**src/rtl/bram_stream_reader.sv**
```systemverilog
// Streams a contiguous, wrapping block of BRAM words out of a valid/ready port.
// A 4-entry FIFO absorbs the one-cycle BRAM latency and downstream back-pressure.
module bram_stream_reader #(
  parameter int DATA_W = 32,
  parameter int ADDR_W = 12
) (
  input  logic              clk,
  input  logic              rst,
  input  logic              start_i,
  input  logic [ADDR_W-1:0] base_addr_i,
  input  logic [ADDR_W:0]   len_i,
  output logic              busy_o,
  output logic              rd_en_o,
  output logic [ADDR_W-1:0] rd_addr_o,
  input  logic [DATA_W-1:0] rd_data_i,
  output logic [DATA_W-1:0] m_data_o,
  output logic              m_valid_o,
  input  logic              m_ready_i,
  output logic              m_last_o,
  output logic              done_o
);

  typedef enum logic [1:0] {
    IDLE  = 2'd0,
    READ  = 2'd1,
    DRAIN = 2'd2
  } state_t;

  localparam logic [ADDR_W:0]   LEN_ONE  = {{ADDR_W{1'b0}}, 1'b1};
  localparam logic [ADDR_W-1:0] ADDR_ONE = {{(ADDR_W-1){1'b0}}, 1'b1};

  state_t            state_r;
  logic [ADDR_W:0]   rd_left_r;
  logic [ADDR_W:0]   out_left_r;
  logic              rd_pend_r;
  logic [DATA_W-1:0] fifo_mem_r [4];
  logic [1:0]        wr_ptr_r;
  logic [1:0]        rd_ptr_r;
  logic [2:0]        fifo_cnt_r;

  logic              push_s;
  logic              pop_s;
  logic              last_pop_s;
  logic [2:0]        cnt_next_s;
  logic [ADDR_W:0]   rd_left_next_s;
  logic              rd_issue_s;

  assign m_valid_o = (fifo_cnt_r != 3'd0);
  assign m_data_o  = fifo_mem_r[rd_ptr_r];
  assign m_last_o  = m_valid_o && (out_left_r == LEN_ONE);

  // Next-cycle FIFO occupancy and read-issue decision; m_ready_i only reaches rd_en_o through a register.
  always_comb begin
    push_s     = rd_pend_r;
    pop_s      = m_valid_o && m_ready_i;
    last_pop_s = pop_s && (out_left_r == LEN_ONE);
    cnt_next_s = fifo_cnt_r + {2'b00, push_s} - {2'b00, pop_s};
    if (rd_en_o) begin
      rd_left_next_s = rd_left_r - LEN_ONE;
    end else begin
      rd_left_next_s = rd_left_r;
    end
    // Words already read but not yet popped, plus the read landing next cycle, must leave a free slot.
    rd_issue_s = (rd_left_next_s != {(ADDR_W+1){1'b0}}) &&
                 ((cnt_next_s + {2'b00, rd_en_o}) < 3'd4);
  end

  // Control FSM, read address generation and FIFO storage.
  always_ff @(posedge clk or posedge rst) begin
    if (rst) begin
      state_r    <= IDLE;
      busy_o     <= 1'b0;
      rd_en_o    <= 1'b0;
      rd_addr_o  <= {ADDR_W{1'b0}};
      done_o     <= 1'b0;
      rd_left_r  <= {(ADDR_W+1){1'b0}};
      out_left_r <= {(ADDR_W+1){1'b0}};
      rd_pend_r  <= 1'b0;
      wr_ptr_r   <= 2'd0;
      rd_ptr_r   <= 2'd0;
      fifo_cnt_r <= 3'd0;
      for (int i = 0; i < 4; i++) begin
        fifo_mem_r[i] <= {DATA_W{1'b0}};
      end
    end else begin
      done_o     <= 1'b0;
      rd_pend_r  <= rd_en_o;
      fifo_cnt_r <= cnt_next_s;
      if (push_s) begin
        fifo_mem_r[wr_ptr_r] <= rd_data_i;
        wr_ptr_r             <= wr_ptr_r + 2'd1;
      end
      if (pop_s) begin
        rd_ptr_r   <= rd_ptr_r + 2'd1;
        out_left_r <= out_left_r - LEN_ONE;
      end
      case (state_r)
        IDLE: begin
          rd_en_o <= 1'b0;
          if (start_i && (len_i != {(ADDR_W+1){1'b0}})) begin
            state_r    <= READ;
            busy_o     <= 1'b1;
            rd_en_o    <= 1'b1;
            rd_addr_o  <= base_addr_i;
            rd_left_r  <= len_i;
            out_left_r <= len_i;
          end
        end
        READ: begin
          rd_left_r <= rd_left_next_s;
          rd_en_o   <= rd_issue_s;
          if (rd_en_o) begin
            rd_addr_o <= rd_addr_o + ADDR_ONE;
          end
          if (rd_left_next_s == {(ADDR_W+1){1'b0}}) begin
            state_r <= DRAIN;
          end
        end
        DRAIN: begin
          rd_en_o <= 1'b0;
          if (last_pop_s) begin
            state_r <= IDLE;
            busy_o  <= 1'b0;
            done_o  <= 1'b1;
          end
        end
        default: begin
          state_r <= IDLE;
          busy_o  <= 1'b0;
          rd_en_o <= 1'b0;
        end
      endcase
    end
  end

endmodule
```
**config.mk**
```make
export PLATFORM = sky130hd
export DESIGN_NAME = bram_stream_reader
export DESIGN_NICKNAME = d
export VERILOG_FILES = /design/src/rtl/bram_stream_reader.sv
export SDC_FILE = /design/constraint.sdc
export NUM_CORES = 1
export LEC_CHECK = 0
export CAP_MARGIN = 20
export CORE_UTILIZATION = 47
export CTS_CLUSTER_DIAMETER = 80
export CTS_CLUSTER_SIZE = 30
export DETAILED_ROUTE_END_ITERATION = 16
export GPL_ROUTABILITY_DRIVEN = 0
export PLACE_DENSITY = 0.78
export SLEW_MARGIN = 20
export SYNTH_ARGS = -nofsm -noshare
export SYNTH_HDL_FRONTEND = slang
export SYNTH_SLANG_ARGS = --single-unit
```
**constraint.sdc**
```tcl
create_clock -name clk -period 9 [get_ports clk]
set_input_delay 1.35 -clock clk [delete_from_list [all_inputs] [get_ports clk]]
set_output_delay 1.35 -clock clk [all_outputs]
set_load 0.02 [all_outputs]
```
After elaboration in Yosys (flattened, before gate mapping)
Index checks and enable logic that the tools add are counted.

operators by class
  add/sub/neg operators = 8
  order comparisons = 4
  equality and inequality tests = 7
  multiplexer cells = 26
  bitwise operators = 3
  reductions and logical operators = 16

operators by type and width
  cell                                                        count
  bitwise mux 128 bit                                         1
  2-to-1 mux 32 bit                                           3
  2-to-1 mux 13 bit                                           5
  binary-select mux 32 bit (select 2 bit)                     1
  demux 32 bit (select 2 bit)                                 1
  case mux 13 bit (2 select lines)                            1
  nonzero test 13 bit                                         2
  subtractor 13 x 1 -> 13 bit, second input constant          2
  2-to-1 mux 12 bit                                           2
  case mux 12 bit (2 select lines)                            1
  equality test 13 x 1 -> 1 bit, second input constant        1
  logical NOT 13 bit                                          1
  adder 12 x 1 -> 12 bit, second input constant               1
  AND reduction 3 bit                                         3
  != test 2 bit, second input constant                        4
  adder 3 x 1 -> 3 bit                                        2
  greater-or-equal comparator 3 bit, second input constant    2
  logical AND 1 bit                                           6
  2-to-1 mux 2 bit                                            3
  inverter 2 -> 3 bit                                         2
  case mux 2 bit (3 select lines)                             1
  2-to-1 mux 1 bit                                            5
  adder 2 x 1 -> 2 bit, second input constant                 2
  less-than comparator 3 x 1 -> 1 bit, second input constant  1
  other kinds (11)                                            11

word-level totals
  bits in registers = 179

Logic depth before layout (Yosys ltp)
  depth in word-level cells = 7
  depth in mapped cells = 10
  mapped depth without buffers = 10

Least setup slack after synthesis
No wires, ideal clock.

  path type = input port to flip-flop
  from = input port m_ready_i
  to = register rd_en_o
  data arrival time = 3.079 ns
  slack = 5.830 ns
  stages = 10
  path buffers = 0
  cell sequence = o31ai_2 inv_1 ha_1 inv_1 ha_1 fa_1 xnor2_1 xnor2_1 xnor2_1 o31ai_2

between the ends
  longest elaborated chain between the ends = 6

RTL lines
  element                          RTL line  text
  start, declared                  18        input logic m_ready_i,
  logical AND 1 bit                55        pop_s = m_valid_o && m_ready_i;
  named net pop_s                  42        logic pop_s;
  subtractor 3 x 1 -> 3 bit        57        cnt_next_s = fifo_cnt_r + {2'b00, push_s} - {2'b00, pop_s};
  named net cnt_next_s[2]          44        logic [2:0] cnt_next_s;
  adder 3 x 1 -> 3 bit             65        ((cnt_next_s + {2'b00, rd_en_o}) < 3'd4);
  less-than comparator 3 bit       65
  logical AND 1 bit                64        rd_issue_s = (rd_left_next_s != {(ADDR_W+1){1'b0}}) &&
  case mux 1 bit (2 select lines)  97        case (state_r)
  end signal, assigned             111       rd_en_o <= rd_issue_s;
  end, declared                    13        output logic rd_en_o,

The timed path passes the listed nets, and every way through them passes these cells.
A chain may end at the register's enable or synchronous reset.

Final worst setup path
  from = register rd_ptr_r[0]
  to = output port m_data_o[11]

between the ends
  longest elaborated chain between the ends = 4

RTL lines
  element                                               RTL line  text
  start, declared                                       38        logic [1:0] rd_ptr_r;
  start signal, assigned                                94        rd_ptr_r <= rd_ptr_r + 2'd1;
  inverter 2 -> 3 bit (not written as such)             49        assign m_data_o = fifo_mem_r[rd_ptr_r];
  binary-select mux 32 bit (select 2 bit)               49
  2-to-1 mux 32 bit (not written as such) (2 in a row)  49
  end, declared                                         16        output logic [DATA_W-1:0] m_data_o,

Every way passes these cells. The select of a mux whose other input is x is not followed.

==> implementation parameters <==
Parameter                              Value

Status
  Result of the run    complete, no violations

Critical path
  Kind of end point of the critical path    output port
  Required time reported for the critical path endpoint    7.65 ns
  Classification of the worst setup path    reg2out
  Worst-path fanout max    29
  Kind of start point of the critical path    flip-flop
  Crit path arrival time    2.63 ns

STA
  Final hold violation count    0
  Final setup viols    0
  Accumulated negative setup slack    0 ns
  Fmax    0.2511 GHz
  Shortest clock period the worst path allows after layout    3.983 ns
  Worst slew margin relative to its limit    42.56%
  Final period util    44.25%
  Worst-margin pin slew    0.8617 ns
  Unrepaired setup endpoints after global routing    false
  Pins Over Slew Limit    0
  Clock Skew    0.007479 ns

Route
  First-pass DRT Iterations    6
  Number of DRC markers in iteration 0    371
  Routed wire length    19030 µm
  Via count of the routed design    5863
  Routed wirelength normalized by instance count    18.97 µm
  Number of design rule violations left after detail routing    0
  Post-route antenna net violation count    0
  Ratio of routed vias to standard cells    5.845

Final layout
  # fillers    1389
  Sequential standard cell area    4481 µm²
  Multi-input combinational cell area    3918 µm²
  Number of antenna cells inserted    0
  Relative area change from synthesis to final layout    20.98%
  Ratio of cells with drive above 1 in the final layout    28.29%
  Final net count    834

Pwr
  Static leakage    4.219 nW
  Worst ir drop on vdd    0.0002904 V
  Pwr Total    0.004181 W
  Power density over cell area    399.7 nW/µm²

Synthesis
  Top flip-flop cell by instance count after synthesis    sky130_fd_sc_hd__dfrtp_1
  Fraction of the yosys area taken by sequential cells    51.81%
  Main combinational cell family by area after synthesis    multiplexers
  Post-Synthesis Cells    665
  Post-synthesis share of cell area spent on and, or, nand and nor gates    8.553%
  Synthesized-area fraction occupied by ao, oa, aoi and oai cells    6.570%
  Net count of the mapped netlist    737
  Async SR Flop Fraction    100.0%
  Count of state elements after synthesis    179
  Area share of fa/ha/maj cells after synthesis    1.679%
  Biggest area contributors in the synthesized netlist    sky130_fd_sc_hd__dfrtp_1 (52%), sky130_fd_sc_hd__mux2_2 (17%), sky130_fd_sc_hd__mux4_2 (8.3%)
  Mux cell area share after synthesis    26.14%
  Number of distinct library cells after synthesis    62
  Average footprint of a synthesized cell    13.00 µm²
  Number of enable-type register cells in the synthesized netlist    0
  Synth Cell Area    8646 µm²
  Post-synth top area cell    sky130_fd_sc_hd__dfrtp_1
  Count of synthesis-stage warnings from yosys    0
  Parity-gate share of the synthesized area counting xor and xnor cells    2.229%
  Top-area cell type share of the netlist area    51.81%

Clock network
  Clock tree from TritonCTS    built
  Total setup buffers inserted after CTS    0
  Clock latency reported for the late side of the worst-skew pair    0.42 ns
  Clock tree root buffer cell    sky130_fd_sc_hd__clkbuf_16
  Level count of the clock H-tree    4
  Maximum number of buffers from clock root to sink    2
  Number of clock sinks seen by CTS    179
  Clock-pin slew reported for the worst setup and hold paths after clock tree synthesis    0.06 ns
  Clock buffer count from CTS    17
  Number of resized instances in the post-cts repair step    0
  Number of hold buffers added after cts    0

Global route
  Via count of the first global-routing pass    6057
  Maximum number of pins on one net before global-route repair    97
  Overall routing resource usage    21.45%
  Remaining Overflow, GRT    0
  Wire length of the first global-routing pass    30860 µm
  Number of antenna violations at the first check in global routing    0

Die
  Io pins    110
  Total die area    18940 µm²
  Vertical die dimension    137.6 µm
  Initial core utilization    47.97%
  Width of the chip    137.6 µm
  Core area    18020 µm²
  # rows    49

Worst hold path
  Classification of the worst-slack hold path    reg2reg

Job
  Reported max-cap violation count    0

Place
  Detailed placement HPWL    12850 µm
  Port buffer count    109
[Yosys cell counts, types with 10 or more instances]
library cell / number
sky130_fd_sc_hd__buf_1: 12
sky130_fd_sc_hd__inv_1: 17
sky130_fd_sc_hd__dfrtp_1: 179
sky130_fd_sc_hd__a21oi_1: 20
sky130_fd_sc_hd__xnor2_1: 17
sky130_fd_sc_hd__nand3_1: 18
sky130_fd_sc_hd__nand2_1: 41
sky130_fd_sc_hd__nor2_1: 30
sky130_fd_sc_hd__o21ai_0: 27
sky130_fd_sc_hd__nor3_1: 11
sky130_fd_sc_hd__mux2_2: 133
sky130_fd_sc_hd__mux4_2: 32
sky130_fd_sc_hd__clkbuf_1: 16
sky130_fd_sc_hd__nor4_1: 11
sky130_fd_sc_hd__ha_1: 10
[logic make-up (layout without fill, tap and decap cells)]
logic type / Yosys count / in the layout
flip-flops: 179 / 179
multiplexers: 169 / 169
AND/OR/NAND/NOR: 140 / 140
AO/OA/AOI/OAI: 87 / 87
buffers and inverters: 57 / 166
XOR/XNOR: 22 / 22
adder cells (fa/ha/maj): 11 / 11
[final cells by class]
| cell class | instances | area share (%) |
|---|---|---|
| clock buffer | 20 | 4.270 |
| clock inverter | 11 | 0.9330 |
| inverter | 17 | 0.6579 |
| multi-input combinational | 429 | 37.45 |
| sequential | 179 | 42.84 |
| tap | 229 | 2.739 |
| timing repair buffer | 118 | 11.11 |
[cells in the final DEF (no fill, tap or decap), types with 3 or more instances in the layout]
master	synthesis	final
sky130_fd_sc_hd__inv_1	17	16
sky130_fd_sc_hd__nand4_1	3	3
sky130_fd_sc_hd__and3_1	4	4
sky130_fd_sc_hd__nand2_1	41	41
sky130_fd_sc_hd__nor3_1	11	10
sky130_fd_sc_hd__xnor2_1	17	17
sky130_fd_sc_hd__mux4_2	32	32
sky130_fd_sc_hd__clkbuf_16	0	17
sky130_fd_sc_hd__dfrtp_1	179	178
sky130_fd_sc_hd__clkinv_4	0	5
sky130_fd_sc_hd__clkdlybuf4s50_1	0	109
sky130_fd_sc_hd__mux2i_1	3	3
sky130_fd_sc_hd__nand3_1	18	18
sky130_fd_sc_hd__a21oi_1	20	20
sky130_fd_sc_hd__nor4_1	11	11
sky130_fd_sc_hd__nor2_1	30	30
sky130_fd_sc_hd__o31ai_2	2	3
sky130_fd_sc_hd__o21ai_0	27	27
sky130_fd_sc_hd__ha_1	10	10
sky130_fd_sc_hd__mux2_2	133	133
sky130_fd_sc_hd__a32oi_1	3	3
sky130_fd_sc_hd__buf_4	0	8
sky130_fd_sc_hd__or4_1	3	3
sky130_fd_sc_hd__a221oi_1	3	3
sky130_fd_sc_hd__xor2_1	5	5
sky130_fd_sc_hd__o22ai_1	4	4
sky130_fd_sc_hd__a22oi_1	5	5
sky130_fd_sc_hd__inv_6	0	5
[registers in the layout (all words and copies together) (netlist names), 2 cells and up]
signal and flops:
wr_ptr_r 2, rd_left_r 13, fifo_cnt_r 3, out_left_r 13
fifo_mem_r 128, rd_addr_o 12, rd_ptr_r 2, state_r 2
[power by group]
part / internal (W) / leakage, nW / switching, W
clock: 0.000367 / 0.264 / 0.000315
sequential: 0.00122 / 2.10 / 0.000307
combinational: 0.00109 / 1.86 / 0.000883
total: 0.00268 / 4.22 / 0.00150
[critical path: stages, from the launching register on]
cell and delay (ns):
sky130_fd_sc_hd__dfrtp_2 0.47, sky130_fd_sc_hd__buf_4 0.55, sky130_fd_sc_hd__mux4_2 0.61, sky130_fd_sc_hd__clkdlybuf4s50_1 0.56
[worst paths after layout]
check	depth (start not counted)	from	to	slack, ns
hold reg to reg	1	rd_ptr_r[1]	rd_ptr_r[1]	0.47
max in group asynchronous	3	rst	fifo_mem_r[110]	6.25
setup / recovery	3	rd_ptr_r[0]	m_data_o[11]	5.02
setup reg to reg	10	fifo_cnt_r[1]	rd_en_o	6.26
hold / removal	1	rd_ptr_r[1]	rd_ptr_r[1]	0.47
min in group asynchronous	2	rst	fifo_mem_r[34]	1.49
[per-layer routing]
metal	vias to the layer above	wire (µm)	part of all wire [%]	track usage [%]
met5	-	0	0	0
met4	0	247	1.3	6.471
met3	22	1136	6.0	5.335
met2	204	10070	53	37.33
met1	2993	7574	40	26.10
li1	2644	-	-	-
[through the flow]
step	instances	hold WS, ns	cell area, µm²	util (%)	setup slack, ns
2_1_floorplan	665	0.4738	8646	-	2.791
3_3_place_gp	972	0.4651	9905	54.95	5.215
3_5_place_dp	972	0.4677	9905	54.95	5.113
4_1_cts	1003	0.4766	10450	57.97	4.958
5_1_grt	1003	0.4954	10460	58.03	4.873
6_report	1003	0.4715	10460	58.03	5.017
Note: power is estimated with default switching activity, not from simulation.
